**src/rtl/alu_rr_scheduler.sv**
```systemverilog
// alu_rr_scheduler
//   Shares one ALU between NUM_REQ requesters using round-robin arbitration.
//   Each operation runs IDLE -> ISSUE -> WAIT -> RESP -> IDLE:
//     IDLE  : choose a winner, pulse its REQ_READY bit and latch its operands.
//     ISSUE : pulse ALU_EN for one cycle with the latched operands.
//     WAIT  : hold the operands until ALU_OUT_VALID, then capture ALU_OUT.
//     RESP  : pulse RSP_VALID[grant] and move the round-robin pointer.
//
//   Optional feature: define ALU_TIMEOUT_EN to bound WAIT to TIMEOUT_CYC cycles.
//   On a timeout the response carries RSP_ERR=1 and RSP_DATA=0. Without the
//   macro there is no counter, and RSP_ERR is tied to 0.
//
// Ports
//   CLK, RST            clock, synchronous active-high reset
//   REQ_VALID/READY     per-requester request handshake (READY one-hot)
//   REQ_A/B/FUNC        packed per-requester operands and function codes
//   RSP_VALID/DATA/ERR  one-hot response strobe, result, timeout flag
//   ALU_A/B/FUNC/EN     ALU operand bus and enable
//   ALU_OUT/OUT_VALID   ALU result and its valid strobe
//   BUSY                high in every state except IDLE
module alu_rr_scheduler #(
  parameter int NUM_REQ         = 4,
  parameter int IN_DATA_WIDTH   = 8,
  parameter int Arith_OUT_WIDTH = 16,
  parameter int TIMEOUT_CYC     = 15
) (
  input  logic                               CLK,
  input  logic                               RST,
  input  logic [NUM_REQ-1:0]                 REQ_VALID,
  output logic [NUM_REQ-1:0]                 REQ_READY,
  input  logic [NUM_REQ*IN_DATA_WIDTH-1:0]   REQ_A,
  input  logic [NUM_REQ*IN_DATA_WIDTH-1:0]   REQ_B,
  input  logic [NUM_REQ*4-1:0]               REQ_FUNC,
  output logic [NUM_REQ-1:0]                 RSP_VALID,
  output logic [Arith_OUT_WIDTH-1:0]         RSP_DATA,
  output logic                               RSP_ERR,
  output logic [IN_DATA_WIDTH-1:0]           ALU_A,
  output logic [IN_DATA_WIDTH-1:0]           ALU_B,
  output logic [3:0]                         ALU_FUNC,
  output logic                               ALU_EN,
  input  logic [Arith_OUT_WIDTH-1:0]         ALU_OUT,
  input  logic                               ALU_OUT_VALID,
  output logic                               BUSY
);

  localparam int PTR_W = (NUM_REQ > 1) ? $clog2(NUM_REQ) : 1;

  typedef enum logic [1:0] {S_IDLE, S_ISSUE, S_WAIT, S_RESP} state_t;

  state_t                   state;
  logic [PTR_W-1:0]         rr_ptr;
  logic [PTR_W-1:0]         grant;

  logic                     win_found;
  logic [PTR_W-1:0]         win_idx;
  logic                     found_hi;
  logic                     found_lo;
  logic [PTR_W-1:0]         idx_hi;
  logic [PTR_W-1:0]         idx_lo;
  logic [IN_DATA_WIDTH-1:0] a_sel;
  logic [IN_DATA_WIDTH-1:0] b_sel;
  logic [3:0]               f_sel;

  function automatic logic [NUM_REQ-1:0] onehot(input logic [PTR_W-1:0] idx);
    logic [NUM_REQ-1:0] v;
    v = '0;
    for (int i = 0; i < NUM_REQ; i++) begin
      if (PTR_W'(i) == idx) v[i] = 1'b1;
    end
    return v;
  endfunction

  // Round-robin search: the lowest valid index above rr_ptr wins, otherwise
  // the search wraps to the lowest valid index at or below rr_ptr. The loop
  // runs downward so the last hit in each group is its lowest index.
  always_comb begin
    found_hi = 1'b0;
    found_lo = 1'b0;
    idx_hi   = '0;
    idx_lo   = '0;
    for (int i = NUM_REQ - 1; i >= 0; i--) begin
      if (REQ_VALID[i]) begin
        if (PTR_W'(i) > rr_ptr) begin
          found_hi = 1'b1;
          idx_hi   = PTR_W'(i);
        end else begin
          found_lo = 1'b1;
          idx_lo   = PTR_W'(i);
        end
      end
    end
    win_found = found_hi | found_lo;
    win_idx   = found_hi ? idx_hi : idx_lo;

    a_sel = '0;
    b_sel = '0;
    f_sel = '0;
    for (int i = 0; i < NUM_REQ; i++) begin
      if (PTR_W'(i) == win_idx) begin
        a_sel = REQ_A[i*IN_DATA_WIDTH +: IN_DATA_WIDTH];
        b_sel = REQ_B[i*IN_DATA_WIDTH +: IN_DATA_WIDTH];
        f_sel = REQ_FUNC[i*4 +: 4];
      end
    end
  end

  // READY is suppressed while RST is high so no request is popped on a reset edge.
  assign REQ_READY = (state == S_IDLE && !RST && win_found) ? onehot(win_idx) : '0;
  assign BUSY      = (state != S_IDLE);

`ifdef ALU_TIMEOUT_EN
  localparam int CNT_W = $clog2(TIMEOUT_CYC + 1);
  logic [CNT_W-1:0] wait_cnt;
  logic             rsp_err_q;
  assign RSP_ERR = rsp_err_q;
`else
  assign RSP_ERR = 1'b0;
`endif

  always_ff @(posedge CLK) begin
    if (RST) begin
      state     <= S_IDLE;
      rr_ptr    <= PTR_W'(NUM_REQ - 1);
      grant     <= '0;
      ALU_A     <= '0;
      ALU_B     <= '0;
      ALU_FUNC  <= '0;
      ALU_EN    <= 1'b0;
      RSP_VALID <= '0;
      RSP_DATA  <= '0;
`ifdef ALU_TIMEOUT_EN
      wait_cnt  <= '0;
      rsp_err_q <= 1'b0;
`endif
    end else begin
      case (state)
        // Accept stage: latch the winner and arm the one-cycle enable
        S_IDLE: begin
          if (win_found) begin
            grant    <= win_idx;
            ALU_A    <= a_sel;
            ALU_B    <= b_sel;
            ALU_FUNC <= f_sel;
            ALU_EN   <= 1'b1;
            state    <= S_ISSUE;
          end
        end
        // Issue stage: ALU_EN is high for this cycle only
        S_ISSUE: begin
          ALU_EN <= 1'b0;
`ifdef ALU_TIMEOUT_EN
          wait_cnt <= '0;
`endif
          state  <= S_WAIT;
        end
        // Wait stage: operands stay on the bus until the ALU answers
        S_WAIT: begin
          if (ALU_OUT_VALID) begin
            RSP_DATA  <= ALU_OUT;
            RSP_VALID <= onehot(grant);
`ifdef ALU_TIMEOUT_EN
            rsp_err_q <= 1'b0;
`endif
            state     <= S_RESP;
          end
`ifdef ALU_TIMEOUT_EN
          else if (wait_cnt == CNT_W'(TIMEOUT_CYC - 1)) begin
            RSP_DATA  <= '0;
            RSP_VALID <= onehot(grant);
            rsp_err_q <= 1'b1;
            state     <= S_RESP;
          end else begin
            wait_cnt <= wait_cnt + 1'b1;
          end
`endif
        end
        // Response stage: single-cycle strobe, then the pointer moves
        S_RESP: begin
          RSP_VALID <= '0;
`ifdef ALU_TIMEOUT_EN
          rsp_err_q <= 1'b0;
`endif
          rr_ptr    <= grant;
          state     <= S_IDLE;
        end
        default: state <= S_IDLE;
      endcase
    end
  end

endmodule

```
**config.mk**
```make
export PLATFORM = sky130hd
export DESIGN_NAME = alu_rr_scheduler
export DESIGN_NICKNAME = d
export VERILOG_FILES = /design/src/rtl/alu_rr_scheduler.sv
export SDC_FILE = /design/constraint.sdc
export NUM_CORES = 1
export LEC_CHECK = 0
export ABC_AREA = 1
export CORE_ASPECT_RATIO = 1.2
export CORE_MARGIN = 1.5
export CORE_UTILIZATION = 25
export CTS_CLUSTER_DIAMETER = 60
export DETAILED_ROUTE_END_ITERATION = 6
export SYNTH_ARGS = -nofsm -noshare
export SYNTH_HDL_FRONTEND = slang
export SYNTH_SLANG_ARGS = --single-unit
```
**constraint.sdc**
```tcl
create_clock -name CLK -period 2.6 [get_ports CLK]
set_input_delay 0.78 -clock CLK [delete_from_list [all_inputs] [get_ports CLK]]
set_output_delay 0.78 -clock CLK [all_outputs]
set_load 0.05 [all_outputs]
```
[After elaboration in Yosys (flattened, before gate mapping)]
Cells that the tools add are included.
Cells by class
  reduce and logical (&&, ||, !) cells: 14
  bitwise operators: 1
  muxes and demuxes: 61
  magnitude comparators: 4
  equality and inequality tests: 11
Operators by type and width (number)
  8-bit two-way mux: 8
  2-bit two-way mux: 19
  1-bit two-way mux: 25
  4-bit two-way mux: 6
  2-bit AND reduction: 5
  2-bit equality test (first input constant): 4
  2-bit case mux with 4 select lines: 1
  4-bit case mux with 2 select lines: 1
  2-bit zero test: 3
  2-bit nonzero test: 3
  1-bit by 2-bit equality test with 1-bit output (first input constant): 2
  2-bit equality test (second input constant): 2
  1-bit by 2-bit > comparator with 1-bit output (first input constant): 2
  2-bit > comparator (first input constant): 2
  2-bit inequality test (second input constant): 2
  2-bit by 1-bit equality test with 1-bit output (second input constant): 1
  1-bit logical AND: 2
  1-bit case mux with 2 select lines: 1
  1-bit zero test: 1
  1-bit OR: 1
Storage, ports and cells
  bits of input ports: 103
  bits in registers: 47
  logic and storage cells: 100
  output and inout bits: 47

[Logic depth before layout (Yosys ltp)]
Gate-level depths: netlist (run 1).
  depth after elaboration: 15
  depth in mapped cells: 13
  depth with buffers taken out: 12

[Least setup slack after synthesis (run 1)]
No wires, ideal clock.
  path type: input to output
  from: in REQ_VALID[3]
  to: out REQ_READY[0]
  arrival: 2.527 ns
  path buffers: 1
  setup slack: -0.707 ns
  stages: 9
  required time: 1.820 ns
  cells stage by stage: nand3_1 nand2_1 inv_1 nand3_1 inv_1 nor2_4 buf_4 nand2_1 nor3_1
Between the ends
  cells in the longest elaborated chain, start to end: 11
  elaborated cells on any way between the ends: 34
  classes of those cells: mux (31); bitwise (1); reduce/logical (2)
RTL lines
  start: declaration: RTL line 29  | input logic [NUM_REQ-1:0] REQ_VALID,
  2-bit two-way mux / 1-bit two-way mux (equally long branches): RTL line 82  | if (REQ_VALID[i]) begin
  2-bit two-way mux / 1-bit two-way mux (equally long branches): RTL line 83  | if (PTR_W'(i) > rr_ptr) begin
  2-bit two-way mux / 1-bit two-way mux (equally long branches): RTL line 82
  2-bit two-way mux / 1-bit two-way mux (equally long branches): RTL line 83
  2-bit two-way mux / 1-bit two-way mux (equally long branches): RTL line 82
  2-bit two-way mux / 1-bit two-way mux (equally long branches): RTL line 83
  2-bit two-way mux / 1-bit two-way mux (equally long branches): RTL line 82
  2-bit two-way mux: RTL line 93  | win_idx = found_hi ? idx_hi : idx_lo;
  2-bit zero test: RTL line 68  | if (PTR_W'(i) == idx) v[i] = 1'b1;
  1-bit two-way mux: RTL line 68
  4-bit two-way mux (*): RTL line 108  | assign REQ_READY = (state == S_IDLE && !RST && win_found) ? onehot(win_idx) : '0;
  end: declaration: RTL line 30  | output logic [NUM_REQ-1:0] REQ_READY,
Mark *: on every way between the ends. The rest lies on a longest branch, timed or not.

[Worst setup path after layout (run 1)]
  from: in REQ_VALID[2]
  to: out REQ_READY[3]
Between the ends
  cells in the longest elaborated chain, start to end: 9
  elaborated cells on any way between the ends: 26
  classes of those cells: eq/ne (1); mux (23); bitwise (1); reduce/logical (1)
RTL lines (RTL line)
  2-bit two-way mux / 1-bit two-way mux (equally long branches): 82
  2-bit two-way mux / 1-bit two-way mux (equally long branches): 83
  2-bit two-way mux / 1-bit two-way mux (equally long branches): 82
  2-bit two-way mux / 1-bit two-way mux (equally long branches): 83
  2-bit two-way mux / 1-bit two-way mux (equally long branches): 82
  2-bit two-way mux: 93
  2-bit equality test: 68
  1-bit two-way mux: 68
  4-bit two-way mux (*): 108
Marks and branches as above.

==> out/results.ini, run 1 <==
[grt]
grt_pass1_vias = 3104
antenna_found_initial = 0
grt.total_usage = 0.1588
grt_pass1_wl_mm = 15.11
grt_max_degree = 61
grt_remaining_overflow = 0

[floorplan]
dieArea_um2 = 11960
core_area_um2 = 11040
initial_utilization = 0.2562
die_h_um = 119.5
num_rows = 42
fp.dieW_um = 100.1
ios = 150

[logic_synthesis]
yosys.cell_count.top_type = nand2_1
ys_types = 25
synthCells = 411
synthTopCellsByArea = dfxtp_1 (33%), nand2_1 (11%), nand3_1 (7.6%)
ys_ff_latch = 47
ys_top_cells_by_count = nand2_1 (80), dfxtp_1 (47), nand3_1 (43)
syn_area_um2 = 2828
postSynthAreaPerCell_um2 = 6.880
yosysTopAreaCell = dfxtp_1
yosysWarnings = 0
synth-async-reset-ratio = 0
synthFlopType = dfxtp_1
syn_nets = 519
yosysSeqAreaShare = 0.3327
synth_edf_count = 0
synth_top_area_share = 0.3327

[detailed_routing]
wl_per_cell_um = 13.91
drc = 0
drtIter0Drc = 105
drt_wl_total_mm = 9.598
num_vias = 3243
antenna_left = 0
route.detailed.vias_per_inst = 4.700
dr.pass1.iters = 4

[placement]
port_buffers = 148
placed_cell_area_um2 = 4532
place_congestion = 0.7486
dp_hpwl_mm = 7.141

[cts]
path_clk_slew_ps = 60
cts_buffers = 5
htreeDepth = 2
holdBufCountCts = 0
cts_sinks = 47
cts_tree = built
clock_latency_ps = 280
root_buffer = clkbuf_16
clock_path_buffers = 2

[sta]
fmax_ghz = 0.3843
worst_pin_slew_ps = 580.5
layout_setup_ws_ps = -2.056
fin_crit_ps = 2602
setup_viol = 1
finalMaxSlewViolations = 0
clock_skew_ps = 3.303
relSlewSlack = 0.6130
final.setup.tns_ps = -2.056
period_share = 1.001
rsz0062_at_grt = yes
final_hold_viol_count = 0

[pwr]
p_total_uw = 4919
ir_drop_v = 0.0003729
leakage_uw = 0.002003
cellPowerDensity_nw_per_um2 = 1019

[worst_hold_path]
hold_path_class = reg2reg
hold_path_depth = 2

[setup_path]
critPathRequiredTime_ps = 1820
crit_path_end_kind = primary output
cp.arrival_ps = 1820
rr_worst_depth = 10
critPathMaxFanout = 3
worstSetupPathType = in2out
cp-start-kind = input pin

[finish]
final_area_um2 = 4828
drive_gt1_frac = 0.1631
areaGrowthSynthToFinish_pct = 70.75
nets = 665
antenna_cells = 0

[status]
outcome = complete, but fails checks
failed_checks = setup timing

[job]
cap_violations = 0

==> path summary, 6_finish.rpt <==
| kind | endpoint | slack (ps) | from |
|---|---|---|---|
| setup / recovery | REQ_READY[3] | -2 | REQ_VALID[2] |
| hold / removal | ALU_FUNC[0] | 460 | ALU_FUNC[0] |
| setup reg to reg | ALU_B[0] | 480 | rr_ptr[0] |
| hold reg to reg | ALU_FUNC[0] | 460 | ALU_FUNC[0] |
==> per-layer routing <==
| metal | up-vias | wire (um) | share of wire | global-route usage |
|---|---|---|---|---|
| li1 | 1653 | - | - | - |
| met4 | 0 | 139 | 0.014 | 0.04401 |
| met2 | 107 | 5014 | 0.52 | 0.3065 |
| met5 | - | 0 | 0 | 0 |
| met3 | 9 | 583 | 0.061 | 0.03320 |
| met1 | 1474 | 3861 | 0.40 | 0.1709 |
==> area by class of cell <==
cell class / instances / area, um^2
Timing Repair Buffer: 169 / 1688
Clock inverter: 2 / 60.06
Clock buffer: 6 / 128.9
Sequential cell: 47 / 943.4
Fill cell: 1134 / 6207
Tap cell: 132 / 165.2
Multi-Input combinational cell: 293 / 1687
Inverter: 41 / 156.4
==> cells by family after synthesis <==
family / count (synthesis) / share of synthesized area
and+or+nand+nor: 215 / 0.3664
AOI/OAI and AO/OA: 72 / 0.1606
buffers and inverters: 71 / 0.1168
DFF: 47 / 0.3327
adders and majority gates: 5 / 0.02212
other: 1 / 0.001326
==> power breakdown <==
part | switching, uW | total [uW] | leakage [uW] | internal, uW
registers | 137 | 1080 | 0.000384 | 939
logic | 1900 | 3020 | 0.00153 | 1120
clock network | 274 | 825 | 0.0000911 | 552
==> sequential cells by signal, summed over array words and instances (netlist names) <==
name       flops
RSP_VALID      4
ALU_A          8
rr_ptr         2
RSP_DATA      16
state          2
ALU_FUNC       4
ALU_B          8
ALU_EN         1
grant          2
==> metrics by stage <==
stage,hold slack [ps],util,setup WS [ps],cells
5_1_grt,480.0,0.4375,-53.99,690
6_report,462.0,0.4375,-2.056,690
3_3_place_gp,451.7,0.4107,-499.1,675
4_1_cts,464.4,0.4327,3.814,688
2_1_floorplan,490.8,-,-97.75,411
3_5_place_dp,454.2,0.4107,-526.3,675
==> critical path: stages <==
cell,delay (ps)
buf_6,100
nand2_2,70
inv_1,40
nor2_1,200
nor2_4,70
nand2_4,80
inv_2,60
nor3_4,230
buf_12,170
==> placed cells by master (no fill, tap or decap), types with 5 or more instances in the layout <==
cell type	instances
o21ai_0	22
inv_1	19
buf_12	5
a21oi_2	11
nand2_1	71
nand3b_1	20
clkbuf_16	5
dfxtp_1	45
nand3_1	41
buf_4	20
a21oi_1	18
o21bai_1	20
nand2_2	5
inv_2	18
ha_1	5
nand4_1	25
nor2_1	33
clkdlybuf4s50_1	138
==> repair_timing <==
| item | in CTS | in global routing |
|---|---|---|
| pin swaps | 13 | 8 |
| endpoints found under the setup margin | 4 | 4 |
| resized for setup | 23 | 17 |
| endpoints found under the hold margin | 0 | 0 |
| cloned | 0 | 0 |
| setup buffers | 5 | 2 |
Note: power is estimated with default switching activity, not from simulation.
==> run 2, diff against run 1 <==
Settings changed: CORE_UTILIZATION 25 to 30.
Clock period 2.6 ns to 3.3 ns, I/O delays scaled along.
==> out/results.ini, run 2 (same netlist as run 1, synthesis figures left out) <==
[finish]
multiInputGateArea_um2 = 1609  ; was 1687 um^2
antenna_cells = 0  ; unchanged
fillers = 900  ; was 1,134
drive_gt1_frac = 0.1093  ; was 0.1631
reg_top3 = RSP_DATA: 16 flops, ALU_A: 8 flops, ALU_B: 8 flops  ; unchanged
finalNonFillerCells = 669  ; was 690
nets = 656  ; was 665
largest_reg_flops = 16  ; unchanged
final-seq-area_um2 = 940.9  ; was 943.4 um^2
areaGrowthSynthToFinish_pct = 62.48  ; was 70.75%
final_util = 0.5059  ; was 0.4375
final_cell_mix = clkdlybuf4s50_1 (140), nand2_1 (79), dfxtp_1 (47)  ; was clkdlybuf4s50_1 (138), nand2_1 (71), dfxtp_1 (45)
final_common_cell = clkdlybuf4s50_1  ; unchanged
top_register = RSP_DATA  ; unchanged

[cts]
cts_tree = built  ; unchanged
clock_path_buffers = 2  ; unchanged
cts_buffers = 5  ; unchanged
clock_latency_ps = 300  ; was 280 ps
cts_sinks = 47  ; unchanged
htreeDepth = 2  ; unchanged
path_clk_slew_ps = 90  ; was 60 ps
postCtsSetupBuffers = 0  ; was 5
root_buffer = clkbuf_8  ; was clkbuf_16

[job]
cap_violations = 0  ; unchanged

[placement]
place_congestion = 0.7688  ; was 0.7486
dp_slack_ps = -206.4  ; was -526.3 ps
port_buffers = 148  ; unchanged
dp_cells = 661  ; was 675
dp_hpwl_mm = 6.921  ; was 7.141 mm

[floorplan]
core_area_um2 = 9081  ; was 11,040 um^2
die_h_um = 109.4  ; was 119.5 um
num_rows = 38  ; was 42
ios = 150  ; unchanged
fp.dieW_um = 91.63  ; was 100.1 um
dieArea_um2 = 10020  ; was 11,960 um^2
initial_utilization = 0.3114  ; was 0.2562

[sta]
final_hold_viol_count = 0  ; unchanged
relSlewSlack = 0.5999  ; was 0.6130
setup_viol = 0  ; was 1
layout_setup_ws_ps = 106.0  ; was -2.056 ps
period_share = 0.9679
rsz0062_at_grt = no  ; was yes
whs_ps = 465.3  ; was 462.0 ps
clock_skew_ps = 8.997  ; was 3.303 ps
fmax_ghz = 0.3131
finalMaxSlewViolations = 0  ; unchanged
final.setup.tns_ps = 0  ; was -2.056 ps
fin_crit_ps = 3194
worst_pin_slew_ps = 600.2  ; was 580.5 ps

[detailed_routing]
drtIter0Drc = 86  ; was 105
dr.pass1.iters = 4  ; unchanged
route.detailed.vias_per_inst = 4.794  ; was 4.700
num_vias = 3207  ; was 3,243
wl_per_cell_um = 13.92  ; was 13.91 um
antenna_left = 0  ; unchanged
drc = 0  ; unchanged
drt_wl_total_mm = 9.313  ; was 9.598 mm

[status]
outcome = completed  ; was complete, but fails checks

[worst_hold_path]
hold_path_class = reg2reg  ; unchanged

[pwr]
intPower_uw = 1806  ; was 2608 uW
swShare = 0.4963  ; was 0.4698
p_comb_frac = 0.642  ; was 0.614
cellPowerDensity_nw_per_um2 = 780.3  ; was 1019 nW/um^2
pwr-share-clk = 0.125  ; was 0.168
leakage_uw = 0.001909  ; was 0.002003 uW
ir_drop_v = 0.0004812  ; was 0.0003729 V
seq_power_share = 0.233  ; was 0.219
power.switching_uw = 1779  ; was 2311 uW

[grt]
grt_pass1_wl_mm = 14.50  ; was 15.11 mm
grt.total_usage = 0.1831  ; was 0.1588
grt_max_degree = 62  ; was 61
grt_remaining_overflow = 0  ; unchanged
antenna_found_initial = 0  ; unchanged
grt_pass1_vias = 3048  ; was 3,104

[setup_path]
cp-start-kind = input pin  ; unchanged
cp.arrival_ps = 2200  ; was 1820 ps
ff2ff_setup_slack_ps = 1190  ; was 480 ps
crit_path_end_kind = primary output  ; unchanged
critPathMaxFanout = 4  ; was 3
worstSetupPathType = in2out  ; unchanged
critPathRequiredTime_ps = 2310  ; was 1820 ps

run 2: power by group through the flow:
| stage | clock, uW | combinational (uW) | sequential [uW] |
|---|---|---|---|
| final | 447 | 2300 | 835 |
| after global placement | 0 | 2270 | 845 |
| after floorplan | 0 | 1100 | 1330 |
| after detailed placement | 0 | 2300 | 846 |
| after global routing | 489 | 2510 | 858 |
| after CTS | 469 | 2330 | 837 |
run 2: metal layers:
metal  up-vias  global-route usage  part of all wire
met5         -                   0                 0
met4         0             0.05022             0.015
met3         7             0.05394             0.079
met2       122              0.3459              0.50
met1      1444              0.1983              0.40
li1       1634                   -                 -
run 2: timing repair:
action                     CTS  global route
setup endpoints to repair    4             2
resized for setup           12             0
pin swaps                    8             2
hold buffers                 0             0
run 2: metrics by stage:
stage | cell area, um^2 | power, uW
finish | 4594 | 3585
global route | 4594 | 3860
CTS | 4594 | 3639
detailed placement | 4446 | 3146
global placement | 4446 | 3119
floorplan | 2848 | 2428
run 2: path summary, 6_finish.rpt:
| path | to | depth (start not counted) | startpoint |
|---|---|---|---|
| worst max-delay path | REQ_READY[3] | 9 | REQ_VALID[3] |
| worst min-delay path | ALU_B[6] | 2 | ALU_B[6] |
| worst max register to register | ALU_B[0] | 11 | rr_ptr[0] |
| worst min register to register | ALU_B[6] | 2 | ALU_B[6] |
run 2: area by class of cell:
| cell class | instances | area share |
|---|---|---|
| inverters | 41 | 0.03350 |
| flip-flops and latches | 47 | 0.2048 |
| multi-input cells | 293 | 0.3502 |
| repair buffers | 160 | 0.3524 |
| well taps | 120 | 0.03268 |
| clock inverters | 2 | 0.008442 |
| clock buffers | 6 | 0.01797 |
run 2: worst max-delay path, stage by stage:
cell           delay [ps]
dlygate4sd2_1         260
nand2_1               100
nand2_1                80
nor2_1                 80
nand2_1               110
nand2_4               130
inv_2                  80
nor3_4                220
buf_12                160
==> run 3, diff against run 2 <==
Settings changed: CORE_MARGIN 1.5 to 10.
==> out/results.ini, run 3 (same netlist as run 1, synthesis figures left out) <==
[finish]
drive_gt1_frac = 0.1113  ; was 0.1093
antenna_cells = 0  ; unchanged
nets = 655  ; was 656
largest_reg_flops = 16  ; unchanged
final_area_um2 = 4526  ; was 4594 um^2
final_common_cell = clkdlybuf4s50_1  ; unchanged
final_util = 0.4958  ; was 0.5059
final-seq-area_um2 = 940.9  ; unchanged
reg_top3 = RSP_DATA: 16 flops, ALU_A: 8 flops, ALU_B: 8 flops  ; unchanged
areaGrowthSynthToFinish_pct = 60.04  ; was 62.48%
multiInputGateArea_um2 = 1619  ; was 1609 um^2
final_cell_mix = clkdlybuf4s50_1 (140), nand2_1 (78), dfxtp_1 (47)  ; was clkdlybuf4s50_1 (140), nand2_1 (79), dfxtp_1 (47)
fillers = 924  ; was 900
finalNonFillerCells = 668  ; was 669
top_register = RSP_DATA  ; unchanged

[pwr]
p_comb_frac = 0.655  ; was 0.642
ir_drop_v = 0.0002712  ; was 0.0004812 V
pwr-share-clk = 0.101  ; was 0.125
seq_power_share = 0.244  ; was 0.233
cellPowerDensity_nw_per_um2 = 759.1  ; was 780.3 nW/um^2
swShare = 0.5138  ; was 0.4963
intPower_uw = 1670  ; was 1806 uW
leakage_uw = 0.001885  ; was 0.001909 uW
power.switching_uw = 1765  ; was 1779 uW
p_total_uw = 3435  ; was 3585 uW

[sta]
relSlewSlack = 0.6144  ; was 0.5999
fmax_ghz = 0.3167  ; was 0.3131 GHz
fin_crit_ps = 3158  ; was 3194 ps
worst_pin_slew_ps = 576.7  ; was 600.2 ps
whs_ps = 465.5  ; was 465.3 ps
period_share = 0.9569  ; was 0.9679
final_hold_viol_count = 0  ; unchanged
finalMaxSlewViolations = 0  ; unchanged
rsz0062_at_grt = no  ; unchanged
clock_skew_ps = 6.848  ; was 8.997 ps
setup_viol = 0  ; unchanged

[cts]
root_buffer = clkbuf_8  ; unchanged
clock_latency_ps = 300  ; about the same
cts_buffers = 5  ; unchanged
postCtsSetupBuffers = 0  ; unchanged
holdBufCountCts = 0  ; unchanged
path_clk_slew_ps = 80  ; was 90 ps
cts_tree = built  ; unchanged
clock_path_buffers = 2  ; unchanged
htreeDepth = 2  ; unchanged
cts_sinks = 47  ; unchanged

[placement]
place_congestion = 0.8039  ; was 0.7688
dp_cells = 660  ; was 661
dp_hpwl_mm = 7.850  ; was 6.921 mm
port_buffers = 148  ; unchanged
placed_cell_area_um2 = 4375  ; was 4446 um^2

[job]
cap_violations = 0  ; unchanged

[status]
outcome = completed  ; unchanged

[detailed_routing]
drt_wl_total_mm = 9.992  ; was 9.313 mm
antenna_left = 0  ; unchanged
route.detailed.vias_per_inst = 4.657  ; was 4.794
wl_per_cell_um = 14.96  ; was 13.92 um
drtIter0Drc = 144  ; was 86
drc = 0  ; unchanged
dr.pass1.iters = 4  ; unchanged
num_vias = 3111  ; was 3,207

[floorplan]
dieArea_um2 = 13720  ; was 10,020 um^2
initial_utilization = 0.3098  ; was 0.3114
die_h_um = 126.4  ; was 109.4 um
fp.dieW_um = 108.6  ; was 91.63 um
core_area_um2 = 9129  ; was 9081 um^2
num_rows = 38  ; unchanged
ios = 150  ; unchanged

[setup_path]
critPathRequiredTime_ps = 2310  ; about the same
crit_path_end_kind = primary output  ; unchanged
cp-start-kind = input pin  ; unchanged
cp.arrival_ps = 2170  ; was 2200 ps
worstSetupPathType = in2out  ; unchanged
critPathMaxFanout = 5  ; was 4

[grt]
grt_remaining_overflow = 0  ; unchanged
antenna_found_initial = 0  ; unchanged
grt.total_usage = 0.1412  ; was 0.1831
grt_max_degree = 62  ; unchanged
grt_pass1_wl_mm = 16.06  ; was 14.50 mm
grt_pass1_vias = 3160  ; was 3,048

[worst_hold_path]
hold_path_class = reg2reg  ; unchanged

[run 3: cell count changes in the layout (fill, tap and decap cells not counted), sizes merged]
cell / change
buf: -1
bufinv: -1
inv: -1
dlygate4sd2: -3
clkbuf: -1
clkinvlp: +2
clkinv: +1
clkdlybuf4s15: +1
dlymetal6s2s: +2
[run 3: repair_timing]
action | CTS | global route
endpoints found under the hold margin | 0 | 0
gates resized for setup | 7 | 13
setup endpoints to repair | 4 | 4
pin swaps | 3 | 6
[run 3: power by group through the flow]
stage / registers (uW) / logic, uW / clock network (uW)
3_5_place_dp: 852 / 2230 / 0
3_3_place_gp: 844 / 2220 / 0
4_1_cts: 840 / 2250 / 370
5_1_grt: 858 / 2490 / 396
6_report: 838 / 2250 / 348
2_1_floorplan: 1330 / 1100 / 0
[run 3: layout make-up]
type	count	area share
Inverter	41	0.03401
Clock inverter	3	0.004424
Clock buffer	5	0.01521
Timing Repair Buffer	159	0.3475
Tap cell	120	0.03318
Multi-Input combinational cell	293	0.3578
Sequential cell	47	0.2079
[run 3: final timing paths]
check | startpoint | end | slack (ps) | depth (start not counted)
min | ALU_B[6] | ALU_B[6] | 470 | 2
max reg2reg | rr_ptr[1] | ALU_FUNC[3] | 1240 | 11
max | REQ_VALID[2] | REQ_READY[2] | 140 | 10
min reg2reg | ALU_B[6] | ALU_B[6] | 470 | 2
[run 3: worst max-delay path, cell delays in order]
cell and delay (ps):
dlygate4sd2_1 230, nand2_1 80, nand2_1 90, inv_1 60, nand3_1 60, inv_1 70
nor2_4 110, nand2_4 110, nor3_4 190, buf_6 180
[run 3: through the flow]
| step | setup TNS [ps] | worst slack (ps) |
|---|---|---|
| finish | 0 | 142.1 |
| global route | 0 | 26.10 |
| CTS | 0 | 12.56 |
| detailed placement | -638.4 | -194.3 |
| global placement | -417.9 | -105.6 |
| floorplan | -175.6 | -43.91 |
[run 3: metal layers]
| metal | track usage | wire [um] | up-vias |
|---|---|---|---|
| met1 | 0.1664 | 4206 | 1369 |
| met4 | 0.03730 | 138 | 0 |
| met2 | 0.2379 | 4760 | 104 |
| met3 | 0.04762 | 887 | 8 |
| met5 | 0 | 0 | - |
| li1 | - | - | 1630 |
